--- config.mk ---
export PLATFORM = sky130hd
export DESIGN_NAME = dft_crm_div_ctrl
export DESIGN_NICKNAME = d
export VERILOG_FILES = /design/src/rtl/dft_crm_pkg.sv /design/src/rtl/dft_crm_cnt_tmr.sv /design/src/rtl/dft_crm_div_ctrl.sv
export SDC_FILE = /design/constraint.sdc
export NUM_CORES = 1
export LEC_CHECK = 0
export ABC_CLOCK_PERIOD_IN_PS = 2600
export BUFFER_PORTS_ARGS = -buffer_cell sky130_fd_sc_hd__clkbuf_2
export CAP_MARGIN = 30
export CORE_MARGIN = 1
export CORE_UTILIZATION = 50
export CTS_CLUSTER_DIAMETER = 150
export DETAILED_ROUTE_END_ITERATION = 8
export GPL_TIMING_DRIVEN = 1
export PLACE_DENSITY = 0.77
export SETUP_SLACK_MARGIN = 0.15
export SYNTH_ARGS = -nofsm -noshare
export SYNTH_HDL_FRONTEND = slang
export SYNTH_HIERARCHICAL = 1
export SYNTH_SLANG_ARGS = --single-unit
--- constraint.sdc ---
create_clock -name clk -period 2.6 [get_ports clk]
set_input_delay 0.39 -clock clk [delete_from_list [all_inputs] [get_ports clk]]
set_output_delay 0.39 -clock clk [all_outputs]
set_load 0.05 [all_outputs]
--- src/rtl/dft_crm_pkg.sv ---
// Shared types for the CRM divider ratio controller.
//   crm_state_e : sequencing states of the ratio-change controller
//   cnt_w()     : width needed to hold a down-count starting at n-1
package dft_crm_pkg;

  typedef enum logic [2:0] {
    IDLE,
    WAIT_WRAP,
    GATE,
    LOAD,
    UNGATE,
    ACK
  } crm_state_e;

  // Bits needed to hold n-1 (at least one bit).
  function automatic int cnt_w(input int n);
    return (n <= 2) ? 1 : $clog2(n);
  endfunction

endpackage

--- src/rtl/dft_crm_cnt_tmr.sv ---
// Loadable down-counter with a done flag.
//   clk, rst_n : clock, async active-low reset
//   load       : load load_val this edge (takes priority over en)
//   en         : decrement by one, saturating at zero
//   load_val   : value loaded on load
//   done       : count is zero
// Loading n-1 on the edge that enters a state gives done in the n-th
// cycle spent in that state.
module dft_crm_cnt_tmr #(
  parameter int W = 4
) (
  input  logic         clk,
  input  logic         rst_n,
  input  logic         load,
  input  logic         en,
  input  logic [W-1:0] load_val,
  output logic         done
);

  logic [W-1:0] cnt;

  always_ff @(posedge clk or negedge rst_n) begin
    if (!rst_n)                 cnt <= '0;
    else if (load)              cnt <= load_val;
    else if (en && cnt != '0)   cnt <= cnt - W'(1);
  end

  assign done = (cnt == '0);

endmodule

--- src/rtl/dft_crm_div_ctrl.sv ---
// Run-time ratio controller for the CRM clock divider.
// A ratio change waits for the divider's end-of-period (or a timeout),
// gates the divided clock for a settle window, loads the new ratio with a
// restart pulse, holds the gate for a second settle window, then ungates
// and acknowledges. DFT test mode freezes the controller with the divided
// clock enabled.
//   clk, rst_n   : source clock, async active-low reset
//   test_mode    : DFT test mode, forces IDLE with the clock ungated
//   cfg_req/div  : single-cycle ratio change request and requested ratio
//   cfg_ack      : pulse, new ratio in effect
//   cfg_busy     : sequence in progress
//   cfg_err      : pulse, request rejected (zero ratio or busy)
//   cfg_tmo      : sticky, last sequence proceeded without seeing a wrap
//   div_wrap     : divider end-of-period pulse
//   div_ratio    : ratio driven to the divider
//   div_clk_en   : divided-clock gate enable
//   div_restart  : pulse, divider counters restart
module dft_crm_div_ctrl
  import dft_crm_pkg::*;
#(
  parameter int DIV_W      = 4,
  parameter int DEF_DIV    = 3,
  parameter int SETTLE_CYC = 4,
  parameter int TMO_CYC    = 32
) (
  input  logic             clk,
  input  logic             rst_n,
  input  logic             test_mode,
  input  logic             cfg_req,
  input  logic [DIV_W-1:0] cfg_div,
  output logic             cfg_ack,
  output logic             cfg_busy,
  output logic             cfg_err,
  output logic             cfg_tmo,
  input  logic             div_wrap,
  output logic [DIV_W-1:0] div_ratio,
  output logic             div_clk_en,
  output logic             div_restart
);

  localparam int WAIT_W = DIV_W + 2;
  localparam int SET_W  = cnt_w(SETTLE_CYC);

  crm_state_e       state;
  logic [DIV_W-1:0] new_div;
  logic             wait_done, settle_done;
  logic             start_seq, wait_exit;
  logic             wait_ld, settle_ld;

  // A request that actually starts a gating sequence.
  assign start_seq = !test_mode && state == IDLE && cfg_req &&
                     cfg_div != '0 && cfg_div != div_ratio;
  assign wait_exit = state == WAIT_WRAP && (div_wrap || wait_done);

  // Counters are loaded on the same edge that enters the state they time.
  assign wait_ld   = start_seq;
  assign settle_ld = !test_mode && (wait_exit || state == LOAD);

  dft_crm_cnt_tmr #(.W(WAIT_W)) u_wait_tmr (
    .clk      (clk),
    .rst_n    (rst_n),
    .load     (wait_ld),
    .en       (state == WAIT_WRAP),
    .load_val (WAIT_W'(TMO_CYC - 1)),
    .done     (wait_done)
  );

  dft_crm_cnt_tmr #(.W(SET_W)) u_settle_tmr (
    .clk      (clk),
    .rst_n    (rst_n),
    .load     (settle_ld),
    .en       (state == GATE || state == UNGATE),
    .load_val (SET_W'(SETTLE_CYC - 1)),
    .done     (settle_done)
  );

  always_ff @(posedge clk or negedge rst_n) begin
    if (!rst_n) begin
      state       <= IDLE;
      new_div     <= DIV_W'(DEF_DIV);
      div_ratio   <= DIV_W'(DEF_DIV);
      div_clk_en  <= 1'b1;
      div_restart <= 1'b0;
      cfg_ack     <= 1'b0;
      cfg_busy    <= 1'b0;
      cfg_err     <= 1'b0;
      cfg_tmo     <= 1'b0;
    end else begin
      cfg_ack     <= 1'b0;
      cfg_err     <= 1'b0;
      div_restart <= 1'b0;
      if (test_mode) begin
        // Freeze ungated; div_ratio keeps whatever was last loaded.
        state      <= IDLE;
        div_clk_en <= 1'b1;
        cfg_busy   <= 1'b0;
      end else begin
        // Requests outside IDLE are rejected without disturbing the sequence.
        if (cfg_req && state != IDLE) cfg_err <= 1'b1;
        case (state)
          IDLE: if (cfg_req) begin
            if (cfg_div == '0) begin
              cfg_err <= 1'b1;
            end else if (cfg_div == div_ratio) begin
              state    <= ACK;
              cfg_ack  <= 1'b1;
              cfg_busy <= 1'b1;
            end else begin
              new_div  <= cfg_div;
              cfg_tmo  <= 1'b0;
              cfg_busy <= 1'b1;
              state    <= WAIT_WRAP;
            end
          end
          WAIT_WRAP: if (wait_exit) begin
            state      <= GATE;
            div_clk_en <= 1'b0;
            // A wrap in the timeout cycle still counts as a clean wrap.
            if (!div_wrap) cfg_tmo <= 1'b1;
          end
          GATE: if (settle_done) begin
            state       <= LOAD;
            div_restart <= 1'b1;
          end
          LOAD: begin
            div_ratio <= new_div;
            state     <= UNGATE;
          end
          UNGATE: if (settle_done) begin
            state      <= ACK;
            cfg_ack    <= 1'b1;
            div_clk_en <= 1'b1;
          end
          ACK: begin
            state    <= IDLE;
            cfg_busy <= 1'b0;
          end
          default: state <= IDLE;
        endcase
      end
    end
  end

endmodule

* Word level (Yosys, flattened, before mapping) *
Cells that the tools add are included.

storage, ports and cells
  flip-flop bits (word level) = 25
  output and inout port bits = 10
  word-level logic and storage cells = 104
  bits of input ports = 9

cells by class
  equal/unequal tests = 17
  multiplexer cells = 39
  add/subtract/negate cells = 2
  bitwise gates (word level) = 3
  reduce and logical (&&, ||, !) cells = 32

operators by type and width
  operator                                             count
  2-to-1 mux 1 bit                                     23
  2-to-1 mux 3 bit                                     7
  != test 3 bit, second input constant                 5
  one-hot mux 3 bit (5 select lines)                   1
  2-to-1 mux 6 bit                                     2
  != test 2 bit, second input constant                 5
  AND reduction 5 bit                                  2
  logical AND 1 bit                                    9
  nonzero test 3 bit                                   3
  one-hot mux 1 bit (2 select lines)                   4
  nonzero test 2 bit                                   4
  AND reduction 7 bit                                  1
  equality test 3 x 2 -> 1 bit, second input constant  2
  equality test 3 bit, second input constant           2
  zero test 6 bit                                      1
  AND reduction 3 bit                                  2
  nonzero test 6 bit                                   1
  subtractor 6 x 1 -> 6 bit, second input constant     1
  equality test 4 bit                                  1
  zero test 4 bit                                      1
  2-to-1 mux 2 bit                                     2
  != test 4 bit                                        1
  nonzero test 4 bit                                   1
  equality test 3 x 1 -> 1 bit, second input constant  1
  7 further kinds                                      11

* Logic depth before layout (Yosys ltp) *
  word-level depth = 7
  depth in mapped cells = 8
  depth with buffers taken out = 8

* Hierarchy *
Netlist, hierarchy kept.

modules (own cells, without submodules)
  module                           cells each  seq. area each (µm²)  area each (µm²)  times used
  dft_crm_div_ctrl                 76          431.7                 849.6            1
  dft_crm_cnt_tmr at u_wait_tmr    44          150.1                 395.4            1
  dft_crm_cnt_tmr at u_settle_tmr  13          50.0                  132.6            1

* Worst setup path before layout *
No wires, ideal clock.

  path type = register to register
  start = register div_ratio[1]
  end = register u_wait_tmr.cnt[3]
  buffers on the path = 1
  stages on the path, launching flop included = 7
  setup time = 0.087 ns
  data required time = 2.513 ns
  arrival time = 2.214 ns
  clock period less this slack = 2.301 ns
  slack = 0.299 ns
  cell sequence = dfstp_2 xor2_1 nor4_2 nor4b_4 buf_1 or4_1 o211ai_1

between the ends
  word-level cells in the longest chain between the ends = 3
  elaborated cells between the ends (all ways) = 4
  classes of those cells = eq/ne (1); mux (1); reduce/logical (2)

RTL lines
  what                                                    line                     source
  start: declaration                                      dft_crm_div_ctrl.sv:36   output logic [DIV_W-1:0] div_ratio,
  start signal: assignment                                dft_crm_div_ctrl.sv:81   div_ratio <= DIV_W'(DEF_DIV);
  start signal: assignment                                dft_crm_div_ctrl.sv:126  div_ratio <= new_div;
  != test 4 bit *                                         dft_crm_div_ctrl.sv:52   cfg_div != '0 && cfg_div != div_ratio;
  logical AND 1 bit *                                     dft_crm_div_ctrl.sv:52
  net start_seq                                           dft_crm_div_ctrl.sv:47   logic start_seq, wait_exit;
  2-to-1 mux 6 bit or nonzero test 2 bit (tied branches)  n/a
  end signal: assignment                                  dft_crm_cnt_tmr.sv:24    else if (load) cnt <= load_val;
  end signal: assignment                                  dft_crm_cnt_tmr.sv:25    else if (en && cnt != '0) cnt <= cnt - W'(1);
  end: declaration                                        dft_crm_cnt_tmr.sv:20    logic [W-1:0] cnt;

Mark *: on every way through the listed nets, which the timed path passes. The rest lies on a longest branch.
A chain may end at the register's enable or synchronous reset.

* Final worst setup path *
  start = register u_wait_tmr.cnt[2]
  end = register u_settle_tmr.cnt[1]

between the ends
  word-level cells in the longest chain between the ends = 6
  elaborated cells between the ends (all ways) = 7
  classes of those cells = mux (1); reduce/logical (6)

RTL lines
  what                                                    line                    source
  zero test 6 bit *                                       dft_crm_cnt_tmr.sv:28   assign done = (cnt == '0);
  net wait_done                                           dft_crm_div_ctrl.sv:46  logic wait_done, settle_done;
  logical OR 1 bit *                                      dft_crm_div_ctrl.sv:53  assign wait_exit = state == WAIT_WRAP && (div_wrap || wait_done);
  logical AND 1 bit *                                     dft_crm_div_ctrl.sv:53
  logical OR 1 bit *                                      dft_crm_div_ctrl.sv:57  assign settle_ld = !test_mode && (wait_exit || state == LOAD);
  logical AND 1 bit *                                     dft_crm_div_ctrl.sv:57
  net settle_ld                                           dft_crm_div_ctrl.sv:48  logic wait_ld, settle_ld;
  2-to-1 mux 2 bit or nonzero test 2 bit (tied branches)  n/a
  end signal: assignment                                  dft_crm_cnt_tmr.sv:24
  end signal: assignment                                  dft_crm_cnt_tmr.sv:25
  end: declaration                                        dft_crm_cnt_tmr.sv:20

Marked as above.

==> summary.md <==
| Metric | Value |
|---|---|
| Outcome | finished clean |
| Hold-fix buffer count after cts | 0 |
| Arrival time reported for the critical path endpoint | 2.44 ns |
| Global Route met3 Usage | 2.500% |
| Cell area after placement | 0.001510 mm2 |
| Maximum VDD drop | 0.5116 mV |
| Crit. End Element | flop |
| Final instance area | 0.001536 mm2 |
| HPWL after detailed placement | 1972 um |
| Endpoint of the worst register-to-register path | u_settle_tmr/cnt[1] |
| First-pass GRT wire length | 4278 um |
| Count of maximum capacitance violations | 0 |
| Final period demand of the worst path | 2.270 ns |
| Worst Hold Slack | 0.04808 ns |
| Drt wl/cell | 13.80 um |
| Total setup violations reported at the end of the flow | 0 |
| Global router's overall resource usage | 20.67% |
| Count of antenna-violating nets left after detailed routing | 0 |
| Met1 GRT Util | 28.55% |
| Number of buffers between clock root and the deepest sink | 2 |
| Net count of the finished layout | 169 |
| CTS HTree Levels | 1 |
| Clk Latency, worst-skew pair | 0.32 ns |
| Post-route fraction of the period consumed by the critical path | 87.30% |
| Sinks on the clock net | 25 |
| Per-instance average area after synthesis | 10.36 um2 |
| Portion of the post-synthesis area used by sequential elements | 45.87% |
| Post-synthesis instance area | 0.001378 mm2 |
| Worst-case clock skew | 0.004526 ns |
| Worst setup path category | flop to flop |
| Total Neg Setup Slack | 0 ns |
| Met2 capacity usage during global routing | 31.91% |
| Total of buffers placed on input and output ports | 18 |
| Width of the chip | 54.49 um |
| Clock transition time at the flip-flop clock pins of the worst setup and hold paths | 0.13 ns |
| Pins Over Slew Limit | 0 |
| Core Area | 0.002545 mm2 |
| Leading register cell type out of synthesis | sky130_fd_sc_hd__dfrtp_1 |
| Startpoint class of the critical path | flop |
| Layout Area Growth over Synthesis | 11.53% |
| Register bit count reported by yosys | 25 |
| Count of placed standard cells in the final layout, fillers left out | 186 |
| Resized cells post-CTS | 0 |
| First-iteration detailed-routing DRC count | 21 |
| Achievable clock frequency | 440.6 MHz |
| Max-slew headroom at the worst pin | 50.55% |
| Setup Buffers After CTS | 0 |
| Total length of routed wires | 2566 um |
| PnR Total Power | 1.362 mW |
| Via count of the first global-routing pass | 945 |
| Worst-path maximum fanout | 9 |
| Final setup slack of the worst path | 0.3303 ns |
| Number of vias per cell | 5.731 |
| Number of warnings reported in the yosys synthesis log | 6 |
| Number of enable-type register cells in the synthesized netlist | 0 |
| TritonCTS buffer count | 3 |
| Row count | 18 |
| RR Startpoint | u_wait_tmr/cnt[2] |
| Placer Congestion | 0.8125 |
| TritonCTS clock tree | built |
| Chip Height | 54.49 um |
| Setup repair after global routing missed its margin | false |
| Class of the worst hold path | primary input to async pin |
| Die outline area | 0.002969 mm2 |
| Gate Count Post-Synth | 133 |
| Effective utilization at floorplan | 54.13% |
| Worst r2r path cells | 6 |
| Pin count of the biggest net entering global routing | 26 |
| Fraction of final layout cells sized beyond drive strength 1 | 25.00% |
| Length of the first detailed-routing pass in iterations | 4 |
| Required time of the worst setup path | 2.77 ns |
| Number of placed I/O pins | 19 |
| GRT Max-Usage Layer | met2 |
| Post-detailed-route DRC marker count | 0 |
| Count of placed standard cells including taps | 182 |
| Final global-route overflow total | 0 |
| Proportion of register bits with asynchronous set or reset after synthesis | 100.0% |
| Finished Core Util | 60.37% |
| Pre-CTS setup slack | 0.2840 ns |
| Total power per unit cell area | 886.6 mW/mm2 |
| Count of distinct cell types in the synthesized netlist | 48 |
| Initial antenna violation count | 0 |
| Number of diodes | 0 |
| Setup slack on the worst flop-to-flop path | 0.33 ns |
| Via count of the routed design | 1066 |
| Leakage power | 0.6947 nW |
| Fin. Hold Viols | 0 |
| Clock root buffer | sky130_fd_sc_hd__clkbuf_4 |
| Transition at the pin with the smallest max-transition slack | 0.7387 ns |
power breakdown:
part / switching (mW) / internal (mW) / total [mW]
combinational: 0.348 / 0.213 / 0.560
sequential: 0.102 / 0.529 / 0.631
clock: 0.111 / 0.0600 / 0.171
placed cells by master, fill, tap and decap left out, drive strengths merged, types with 4 or more instances in the layout:
cell type / n
nand2: 6
dfstp: 5
xor2: 4
or4: 4
inv: 9
clkbuf: 22
nor2: 11
conb: 8
mux2: 8
dfrtp: 20
a21oi: 8
registers in the layout (all words and copies together) (netlist names):
register,flops
u_wait_tmr/cnt,6
div_ratio,4
new_div,4
state,3
u_settle_tmr/cnt,2
cfg_ack,1
cfg_busy,1
cfg_err,1
cfg_tmo,1
div_clk_en,1
div_restart,1
Yosys cell counts, types with 3 or more instances:
cell                       instances  area share (%)
sky130_fd_sc_hd__or4_1             4             2.2
sky130_fd_sc_hd__nand2_1           6             1.6
sky130_fd_sc_hd__clkbuf_1          3            0.82
sky130_fd_sc_hd__a21oi_1           8             2.9
sky130_fd_sc_hd__dfrtp_1          20              36
sky130_fd_sc_hd__nor2_1           11             3.0
sky130_fd_sc_hd__ha_1              3             2.7
sky130_fd_sc_hd__mux2_2            7             5.7
sky130_fd_sc_hd__inv_1             9             2.5
sky130_fd_sc_hd__o21ai_0           3             1.1
sky130_fd_sc_hd__xor2_1            4             2.5
sky130_fd_sc_hd__dfstp_2           5             9.5
sky130_fd_sc_hd__nand2b_1          3             1.4
sky130_fd_sc_hd__o21bai_1          3             1.6
kinds of logic (layout without fill, tap and decap cells):
kind of cell,Yosys count,after routing,synth area share (%)
and+or+nand+nor,42,42,19.35
AOI/OAI and AO/OA,33,33,17.53
DFF,25,25,45.87
buffers and inverters,15,32,4.268
muxes,8,8,6.540
xor gates and xnor gates,5,5,3.179
adders and majority gates,3,3,2.725
other,2,8,0.5452
area by class of cell:
type                       instances  area, um2
fill                             218       1008
timing repair buffer              19      97.59
multi-input combinational         99      709.4
sequential                        25      631.9
inverter                           9      33.78
clock buffer                       4      26.28
tap                               30      37.54
worst max-delay path: stages (launching register included):
cell and delay, ns:
sky130_fd_sc_hd__dfrtp_1 0.46, sky130_fd_sc_hd__or3_1 0.50, sky130_fd_sc_hd__nor2_1 0.26, sky130_fd_sc_hd__o21bai_1 0.15, sky130_fd_sc_hd__o21ai_0 0.44, sky130_fd_sc_hd__or4b_1 0.19
sky130_fd_sc_hd__o311ai_0 0.13
metal layers:
metal  up-vias  wire length [um]
li1        526                 -
met1       509              1165
met2        27              1252
met3         4               109
met4         0                39
met5         -                 0
worst max-delay path by stage:
| stage | to | start | cells after the start | slack (ns) |
|---|---|---|---|---|
| after floorplan | u_wait_tmr/cnt[3] | div_ratio[1] | 6 | 0.30 |
| after global placement | u_wait_tmr/cnt[0] | test_mode | 6 | 0.39 |
| after detailed placement | u_wait_tmr/cnt[0] | test_mode | 6 | 0.28 |
| after CTS | u_wait_tmr/cnt[3] | state[2] | 5 | 0.33 |
| after global routing | u_settle_tmr/cnt[1] | u_wait_tmr/cnt[2] | 6 | 0.15 |
| final | u_settle_tmr/cnt[1] | u_wait_tmr/cnt[2] | 6 | 0.33 |
No activity file was read; power rests on OpenSTA's default activity.
